**config.mk**
```make
export PLATFORM = sky130hd
export DESIGN_NAME = pipe_stage_reg
export DESIGN_NICKNAME = d
export VERILOG_FILES = /design/src/rtl/pipe_stage_reg_pkg.sv /design/src/rtl/pipe_skid_entry.sv /design/src/rtl/pipe_stage_reg.sv
export SDC_FILE = /design/constraint.sdc
export NUM_CORES = 1
export LEC_CHECK = 0
export ABC_AREA = 0
export CORE_MARGIN = 2
export CORE_UTILIZATION = 49
export CTS_CLUSTER_SIZE = 30
export DETAILED_ROUTE_END_ITERATION = 8
export DONT_BUFFER_PORTS = 1
export GPL_ROUTABILITY_DRIVEN = 0
export PLACE_DENSITY = 0.78
export SKIP_CTS_REPAIR_TIMING = 1
export SKIP_LAST_GASP = 1
export SLEW_MARGIN = 20
export SYNTH_ARGS = -nofsm -noshare
export SYNTH_HDL_FRONTEND = slang
export SYNTH_SLANG_ARGS = --single-unit
```
**constraint.sdc**
```tcl
create_clock -name clk -period 1.4 [get_ports clk]
set_input_delay 0.28 -clock clk [delete_from_list [all_inputs] [get_ports clk]]
set_output_delay 0.28 -clock clk [all_outputs]
set_load 0.02 [all_outputs]
```
**src/rtl/pipe_stage_reg_pkg.sv**
```systemverilog
// Shared definitions for the generic inter-stage pipeline register:
// default bundle widths and the holding-state encoding of the skid variant.
package pipe_stage_reg_pkg;

   // Architectural widths of the carried bundles
   localparam int unsigned XLEN         = 32;
   localparam int unsigned REG_ADDR_W   = 5;
   localparam int unsigned STAGE_PC_W   = XLEN;
   // Data bundle: two operands, ALU result and destination register address
   localparam int unsigned STAGE_DATA_W = 3 * XLEN + REG_ADDR_W;

   // Control bundle width shared by all stage boundaries (write enables, selects)
   localparam int unsigned CTRL_W_STAGE = 3;

   // Default width of the stall performance counter
   localparam int unsigned STALL_CNT_W  = 16;

   // Occupancy of the two-entry variant
   typedef enum logic [1:0] {
      ST_EMPTY = 2'b00,
      ST_FULL  = 2'b01,
      ST_SKID  = 2'b10
   } skid_state_e;

endpackage : pipe_stage_reg_pkg

```
**src/rtl/pipe_skid_entry.sv**
```systemverilog
// One valid + payload register slice. "load" captures din and marks the slice
// valid; "drop" invalidates it and wins over load. Payload is only cleared by rst.
module pipe_skid_entry
   import pipe_stage_reg_pkg::*;
#(
   parameter int unsigned W = 8
) (
   input  logic         clk,
   input  logic         rst,
   input  logic         load,
   input  logic         drop,
   input  logic [W-1:0] din,
   output logic         valid,
   output logic [W-1:0] dout
);

   logic         valid_d, valid_q;
   logic [W-1:0] data_d,  data_q;

   // Next-state: load sets valid and captures payload, drop clears valid only
   always_comb begin
      valid_d = valid_q;
      data_d  = data_q;
      if (load) begin
         valid_d = 1'b1;
         data_d  = din;
      end
      if (drop) begin
         valid_d = 1'b0;
      end
   end

   // Slice registers with synchronous reset
   always_ff @(posedge clk) begin
      if (rst) begin
         valid_q <= 1'b0;
         data_q  <= '0;
      end else begin
         valid_q <= valid_d;
         data_q  <= data_d;
      end
   end

   assign valid = valid_q;
   assign dout  = data_q;

endmodule : pipe_skid_entry

```
**src/rtl/pipe_stage_reg.sv**
```systemverilog
// Generic pipeline stage register with valid/ready handshake, synchronous
// flush, optional two-entry skid buffer and a saturating stall counter.
module pipe_stage_reg
   import pipe_stage_reg_pkg::*;
#(
   parameter int unsigned PC_W   = STAGE_PC_W,
   parameter int unsigned CTRL_W = CTRL_W_STAGE,
   parameter int unsigned DATA_W = STAGE_DATA_W,
   parameter int unsigned SKID   = 1,
   parameter int unsigned CNT_W  = STALL_CNT_W
) (
   input  logic              clk,
   input  logic              rst,
   input  logic              flush,
   input  logic              in_valid,
   output logic              in_ready,
   input  logic [PC_W-1:0]   in_pc,
   input  logic [CTRL_W-1:0] in_ctrl,
   input  logic [DATA_W-1:0] in_data,
   output logic              out_valid,
   input  logic              out_ready,
   output logic [PC_W-1:0]   out_pc,
   output logic [CTRL_W-1:0] out_ctrl,
   output logic [DATA_W-1:0] out_data,
   output logic [CNT_W-1:0]  stall_cnt
);

   localparam int unsigned PW = PC_W + CTRL_W + DATA_W;

   logic [PW-1:0]     in_payload;
   logic [PW-1:0]     main_din;
   logic [PW-1:0]     main_q;
   logic              main_load;
   logic              main_drop;
   logic              main_valid;
   logic [CTRL_W-1:0] main_ctrl;

   assign in_payload = {in_pc, in_ctrl, in_data};

   // Output-side entry; always present
   pipe_skid_entry #(.W(PW)) u_main (
      .clk   (clk),
      .rst   (rst),
      .load  (main_load),
      .drop  (main_drop),
      .din   (main_din),
      .valid (main_valid),
      .dout  (main_q)
   );

   assign out_valid = main_valid;
   assign out_pc    = main_q[PW-1 -: PC_W];
   assign main_ctrl = main_q[DATA_W +: CTRL_W];
   assign out_data  = main_q[DATA_W-1:0];
   // A bubble must never present an asserted write enable downstream
   assign out_ctrl  = main_ctrl & {CTRL_W{main_valid}};

   generate
      if (SKID == 0) begin : g_single

         assign in_ready = out_ready | ~main_valid;

         // Single slice: refill on input transfer, empty on unmatched output transfer
         always_comb begin
            main_din  = in_payload;
            main_load = in_valid & in_ready & ~flush;
            main_drop = flush | (main_valid & out_ready & ~(in_valid & in_ready));
         end

      end else begin : g_skid

         skid_state_e   state_d, state_q;
         logic          in_ready_d, in_ready_q;
         logic          skid_load;
         logic          skid_drop;
         logic          skid_valid;
         logic [PW-1:0] skid_q;

         // Overflow slice that catches the entry accepted while downstream stalls
         pipe_skid_entry #(.W(PW)) u_skid (
            .clk   (clk),
            .rst   (rst),
            .load  (skid_load),
            .drop  (skid_drop),
            .din   (in_payload),
            .valid (skid_valid),
            .dout  (skid_q)
         );

         // Occupancy transitions and slice load/drop strobes
         always_comb begin
            state_d   = state_q;
            main_load = 1'b0;
            main_drop = flush;
            skid_load = 1'b0;
            skid_drop = flush;
            // Skid contents always drain into main ahead of new input
            main_din  = skid_valid ? skid_q : in_payload;
            if (flush) begin
               state_d = ST_EMPTY;
            end else begin
               case (state_q)
                  ST_EMPTY: begin
                     if (in_valid) begin
                        main_load = 1'b1;
                        state_d   = ST_FULL;
                     end
                  end
                  ST_FULL: begin
                     if (out_ready) begin
                        if (in_valid) begin
                           main_load = 1'b1;
                        end else begin
                           main_drop = 1'b1;
                           state_d   = ST_EMPTY;
                        end
                     end else if (in_valid) begin
                        skid_load = 1'b1;
                        state_d   = ST_SKID;
                     end
                  end
                  ST_SKID: begin
                     if (out_ready) begin
                        main_load = 1'b1;
                        skid_drop = 1'b1;
                        state_d   = ST_FULL;
                     end
                  end
                  default: begin
                     main_drop = 1'b1;
                     skid_drop = 1'b1;
                     state_d   = ST_EMPTY;
                  end
               endcase
            end
            in_ready_d = (state_d != ST_SKID);
         end

         // Occupancy state and registered in_ready
         always_ff @(posedge clk) begin
            if (rst) begin
               state_q    <= ST_EMPTY;
               in_ready_q <= 1'b1;
            end else begin
               state_q    <= state_d;
               in_ready_q <= in_ready_d;
            end
         end

         assign in_ready = in_ready_q;

      end
   endgenerate

   logic [CNT_W-1:0] stall_cnt_d, stall_cnt_q;

   // Saturating count of cycles where downstream holds off a valid entry
   always_comb begin
      stall_cnt_d = stall_cnt_q;
      if (main_valid && !out_ready && !flush && (stall_cnt_q != '1)) begin
         stall_cnt_d = stall_cnt_q + CNT_W'(1);
      end
   end

   // Stall counter register, cleared only by reset
   always_ff @(posedge clk) begin
      if (rst) begin
         stall_cnt_q <= '0;
      end else begin
         stall_cnt_q <= stall_cnt_d;
      end
   end

   assign stall_cnt = stall_cnt_q;

endmodule : pipe_stage_reg
```
# Word-level counts from Yosys, hierarchy flattened
# Index checks and enable logic that the tools add are counted.
[totals]
word_cells = 45
ff_bits = 293
[classes]
reduce_logical = 10
n_mux = 22
n_eq_ne = 4
addsub = 1
bitwise_logic = 1
[ops]
columns = ["op", "count"]
rows = [
  ["$mux 136", 1],
  ["$add 16x1->16 const B", 1],
  ["$ne 16x16->1 const B", 1],
  ["$mux 2", 6],
  ["$mux 1", 11],
  ["$reduce_or 2->1", 4],
  ["$pmux 2 s3", 1],
  ["$pmux 1 s2", 2],
  ["$and 3x3->3", 1],
  ["$logic_and 1x1->1", 3],
  ["$pmux 1 s3", 1],
  ["$eq 2x1->1 const B", 1],
  ["$eq 2x2->1 const B", 1],
  ["$logic_not 1->1", 2],
  ["$logic_not 2->1", 1],
  ["$ne 2x2->1 const B", 1],
]

# Logic depth before layout (Yosys ltp)
[logic_depth]
ltp_word = 5
mapped_depth = 7
mapped_depth_nobuf = 5

# Modules after synthesis
# Synthesis repeated with hierarchy kept, for this count alone.
[unflattened]
cells_unflattened = 1159
area_unflattened_um2 = 12615.8
[by_module_without_submodules]
columns = ["module", "seq_area_each_um2", "cells_each", "instances", "area_each_um2"]
rows = [
  ["pipe_skid_entry", 2742.6, 441, 2, 4987.3],
  ["pipe_stage_reg", 380.4, 277, 1, 2641.3],
]

# Least setup slack after synthesis
# Ideal clock, no wire load.
[synth_path]
kind = "reg2reg"
startpoint = "reg stall_cnt_q[12] (netlist: stall_cnt[12])"
endpoint = "reg stall_cnt_q[1] (netlist: stall_cnt[1])"
required_time_ns = 1.272
path_slack_ns = -0.379
path_buffers = 1
t_arrival_ns = 1.651
setup_ns = 0.128
path_stages_with_launch = 6
path_cell_list = "dfxtp_1 nand4_1 o41ai_4 buf_6 mux2i_1 nor2_1"
[synth_via]
elab_chain_len = 2
[synth_lines]
columns = ["item", "line", "rtl"]
rows = [
  ["from (decl)", "pipe_stage_reg.sv:155", "logic [CNT_W-1:0] stall_cnt_d, stall_cnt_q;"],
  ["from (signal assigned)", "pipe_stage_reg.sv:170", "stall_cnt_q <= stall_cnt_d;"],
  ["$ne 16x16->1", "pipe_stage_reg.sv:160", "if (main_valid && !out_ready && !flush && (stall_cnt_q != '1)) begin"],
  ["$logic_and 1x1->1", "pipe_stage_reg.sv:160", ""],
]
# Every way passes these cells.
# A chain may end at the register's enable or synchronous reset.

# Worst setup path after layout
[layout_path]
startpoint = "reg g_skid.state_q[1]"
endpoint = "reg u_main.data_q[40] (netlist: u_main.dout[40])"
[layout_via]
elab_chain_len = 3
word_cells_on_any_way = 5
classes_between = "2 x eq/ne; 2 x mux; 1 x reduce/logical"
[layout_lines]
columns = ["item", "line", "rtl"]
rows = [
  ["from (decl)", "pipe_stage_reg.sv:72", "skid_state_e state_d, state_q;"],
  ["from (signal assigned)", "pipe_stage_reg.sv:145", "state_q <= state_d;"],
  ["$eq 2x2->1, or another cell as far along", "pipe_stage_reg.sv:102", "case (state_q)"],
  ["$pmux 1 s3 (*)", "pipe_stage_reg.sv:102", ""],
  ["$mux 1 (*)", "pipe_stage_reg.sv:99", "if (flush) begin"],
  ["to (signal assigned)", "pipe_skid_entry.sv:40", "data_q <= data_d;"],
  ["to (decl)", "pipe_skid_entry.sv:18", "logic [W-1:0] data_d, data_q;"],
]
# Every way passes the cells marked *; elsewhere a longest branch is shown, timed or not.

==> reports/qor.log <==
[outcome] run status finished, violations left
[outcome] failing checks negative hold slack, negative setup slack
[global_route] leftover overflow at the end of global routing 0
[clock_tree] Worst-Skew Late Latency 0.55 ns
[cells_and_area] final std cells w/o fill 1788
[detailed_routing] DR vias/cell 6.26
[global_route] number of antenna violations at the first check in global routing 2
[floorplanning] starting utilization of the core area 0.496
[floorplanning] Die Span Y 166 µm
[sta] Hold Worst Slack -0.193 ns
[synth] mean cell area of the mapped netlist 8.75 µm²
[sta] post-route minimum period 1.69 ns
[min_path] HP Class input pin to flip-flop
[synth] number of warnings issued by yosys 0
[clock_tree] buffer depth of the longest clock path 3
[cells_and_area] Layout Nets 1576
[setup_path] critical path arrival 2.12 ns
[detailed_routing] WL per Instance 24.9 µm
[sta] unrepaired setup endpoints after global routing true
[global_route] first-pass GRT wire length 49700 µm
[power_and_ir_drop] power density over cell area 1120 nW/µm²
[sta] Fmax achieved 592 MHz
[setup_path] worst setup path class flip-flop to flip-flop
[synth] net count after synthesis 1611
[detailed_routing] total detailed-routing wirelength 44500 µm
[sta] Worst Slack Setup Final -0.290 ns
[synth] Synth Register Bits 293
[clock_tree] buffer cell driving the clock tree root sky130_fd_sc_hd__clkbuf_16
[detailed_routing] Detailed Route Iter0 Violations 911
[cells_and_area] count of fill cells added during filler insertion 1846
[clock_tree] CTS H-Tree Depth 1
[power_and_ir_drop] total power consumption of the routed design 18900 µW
[sta] endpoints failing hold 169
[detailed_routing] total via count after detailed routing 11194
[global_route] Tot GR Track Use 0.214
[sta] setup TNS -30.89 ns
[setup_path] CP Data Required Time 1.83 ns
[sta] ratio of final minimum period to clock period 1.21
[sta] final count of negative-setup-slack endpoints 283
[setup_path] CP Max Fanout 8
[sta] number of pins with negative max-slew slack in the final report 0
[floorplanning] placeable core region 25900 µm²
[clock_tree] Clock Pin Slew Worst Setup and Hold Paths 0.06 ns
[setup_path] type of element capturing the critical path flip-flop
[min_path] Hold Path Stages 1
[cells_and_area] post-layout utilization of the core 0.650
[placement] input/output buffers 0
[power_and_ir_drop] peak ir drop on the vdd network 1.16 mV
[sta] Layout Skew 0.0147 ns
[synth] number of distinct library cells after synthesis 37
[synth] Seq/Total Area, Yosys 0.456
[power_and_ir_drop] standby leakage power 0.00574 µW
[detailed_routing] total DRC errors in the routed layout 0
[clock_tree] clock tree from TritonCTS yes
[global_route] pin count of the biggest net entering global routing 291
[sta] Worst Tran Pin Value 0.954 ns
[floorplanning] DIE AREA 27600 µm²
[detailed_routing] antenna-violating nets left 0
[cells_and_area] count of inserted antenna diode cells 0
[setup_path] crit start category flip-flop
[cells_and_area] fraction of final layout cells sized beyond drive strength 1 0.341
[clock_tree] sinks on the clock net 293
[floorplanning] number of cell rows 59
[synth] summed instance area of the synthesized netlist 12900 µm²
[floorplanning] boundary pin count 295
[placement] detailed placement HPWL 20300 µm
[floorplanning] horizontal extent of the die 166 µm
[detailed_routing] First-pass DRT Iterations 6
[cells_and_area] growth of design area from synthesis to finish 31.0%
[clock_tree] number of buffers created by CTS 30
[sta] Max transition margin 0.364
[placement] total instance count after detailed placement 1627
[run] number of maximum-capacitance violations 0
[global_route] vias in the first global route 9096
[setup_path] depth of the worst register-to-register path 6
[synth] Syn Inst Count 1469
## worst paths after layout
path,startpoint,endpoint,slack [ns]
hold / removal,rst,g_skid.u_skid.dout[99],-0.19
setup reg to reg,g_skid.state_q[1],u_main.dout[40],-0.29
hold reg to reg,g_skid.u_skid.dout[2],g_skid.u_skid.dout[2],0.45
setup / recovery,g_skid.state_q[1],u_main.dout[40],-0.29
## final cells by class
type	instances	area [µm²]	area share
multi-input combinational	919	6900	0.410
sequential	293	5910	0.351
timing repair buffer	187	2670	0.159
clock buffer	44	865	0.0513
tap	335	419	0.0249
clock inverter	7	66.3	0.00394
inverter	3	13.8	0.000817
## per-layer routing
layer	routed length [µm]	GRT usage
met1	16000	0.262
met2	20300	0.350
met3	5100	0.0734
met4	3090	0.0786
met5	30	0
## cells in the mapped netlist
cell,instances,share of area
sky130_fd_sc_hd__a211oi_1,136,0.079
sky130_fd_sc_hd__a21oi_1,286,0.11
sky130_fd_sc_hd__a22o_1,1,0.00068
sky130_fd_sc_hd__and2_1,2,0.00097
sky130_fd_sc_hd__and2_2,3,0.0018
sky130_fd_sc_hd__and3_1,4,0.0019
sky130_fd_sc_hd__and4_1,2,0.0014
sky130_fd_sc_hd__buf_1,2,0.00058
sky130_fd_sc_hd__buf_2,47,0.018
sky130_fd_sc_hd__buf_4,139,0.081
sky130_fd_sc_hd__buf_6,2,0.0018
sky130_fd_sc_hd__clkbuf_1,66,0.019
sky130_fd_sc_hd__dfxtp_1,293,0.46
sky130_fd_sc_hd__ha_1,1,0.00097
sky130_fd_sc_hd__inv_1,3,0.00088
sky130_fd_sc_hd__mux2_2,1,0.00088
sky130_fd_sc_hd__mux2i_1,138,0.11
sky130_fd_sc_hd__nand2_1,280,0.082
sky130_fd_sc_hd__nand2b_1,1,0.00049
sky130_fd_sc_hd__nand3_1,7,0.0027
sky130_fd_sc_hd__nand4_1,5,0.0024
sky130_fd_sc_hd__nand4_4,1,0.0017
sky130_fd_sc_hd__nor2_1,6,0.0018
sky130_fd_sc_hd__nor2b_1,3,0.0015
sky130_fd_sc_hd__nor3_1,2,0.00078
sky130_fd_sc_hd__nor3b_4,1,0.0015
sky130_fd_sc_hd__nor4_1,1,0.00049
sky130_fd_sc_hd__o211a_1,2,0.0016
sky130_fd_sc_hd__o21ai_0,11,0.0043
sky130_fd_sc_hd__o31ai_1,6,0.0035
sky130_fd_sc_hd__o41ai_4,1,0.0021
sky130_fd_sc_hd__or2_2,1,0.00049
sky130_fd_sc_hd__or3_1,6,0.0029
sky130_fd_sc_hd__or3_2,2,0.0012
sky130_fd_sc_hd__or3b_2,1,0.00068
sky130_fd_sc_hd__or4_1,5,0.0029
sky130_fd_sc_hd__xor2_1,1,0.00068
## critical path, cell delays in order (launching register included)
cell                       delay [ns]
sky130_fd_sc_hd__dfxtp_4         0.36
sky130_fd_sc_hd__nor2b_4         0.13
sky130_fd_sc_hd__a22o_4          0.25
sky130_fd_sc_hd__and2_4          0.20
sky130_fd_sc_hd__buf_12          0.16
sky130_fd_sc_hd__buf_6           0.15
sky130_fd_sc_hd__a211oi_4        0.31
## metrics by stage
stage / hold WS, ns / area (µm²) / setup WS (ns)
after floorplan: 0.405 / 12900 / -0.205
after global placement: 0.365 / 12700 / -0.200
after detailed placement: 0.368 / 12700 / -0.178
after CTS: -0.213 / 13600 / -0.205
after global routing: -0.220 / 16800 / -0.312
final: -0.193 / 16800 / -0.290
## cell families (layout without fill, tap and decap cells)
kind of cell,Yosys count,count (layout),share of synthesized area
buffers and inverters,259,241,0.122
adders and majority gates,1,1,0.000973
AOI/OAI and AO/OA,443,443,0.203
and+or+nand+nor,333,335,0.109
DFF,293,293,0.456
muxes,139,139,0.108
xor gates and xnor gates,1,1,0.000681
## where the power goes
group | total, µW | internal (µW) | switching [µW]
clock | 7730 | 4420 | 3300
combinational | 1890 | 918 | 968
sequential | 9270 | 8640 | 629
## flip-flops by register name, summed over array words and instances, names as in the netlist
| signal | count |
|---|---|
| in_ready | 1 |
| u_main.dout | 136 |
| g_skid.u_skid.valid | 1 |
| g_skid.u_skid.dout | 136 |
| stall_cnt | 16 |
| u_main.valid | 1 |
| g_skid.state_q | 2 |
## cells in the final DEF, fill, tap and decap left out, types with 4 or more instances in the layout
master	instances
sky130_fd_sc_hd__or3_1	5
sky130_fd_sc_hd__buf_4	51
sky130_fd_sc_hd__nand3_1	5
sky130_fd_sc_hd__and2_4	5
sky130_fd_sc_hd__clkbuf_1	9
sky130_fd_sc_hd__nand4_1	5
sky130_fd_sc_hd__a211oi_1	53
sky130_fd_sc_hd__a21oi_4	14
sky130_fd_sc_hd__clkbuf_16	59
sky130_fd_sc_hd__nor2_1	6
sky130_fd_sc_hd__clkbuf_8	4
sky130_fd_sc_hd__dlygate4sd3_1	35
sky130_fd_sc_hd__dfxtp_4	8
sky130_fd_sc_hd__mux2i_1	138
sky130_fd_sc_hd__a21oi_2	87
sky130_fd_sc_hd__a21oi_1	185
sky130_fd_sc_hd__buf_8	7
sky130_fd_sc_hd__clkinv_2	4
sky130_fd_sc_hd__o31ai_1	6
sky130_fd_sc_hd__dfxtp_1	276
sky130_fd_sc_hd__buf_12	39
sky130_fd_sc_hd__nand2_4	51
sky130_fd_sc_hd__nand2_1	208
sky130_fd_sc_hd__a211oi_2	81
sky130_fd_sc_hd__nand2_2	21
sky130_fd_sc_hd__o21ai_0	11
sky130_fd_sc_hd__dfxtp_2	9
sky130_fd_sc_hd__buf_6	24
(Power assumes the default switching activity.)
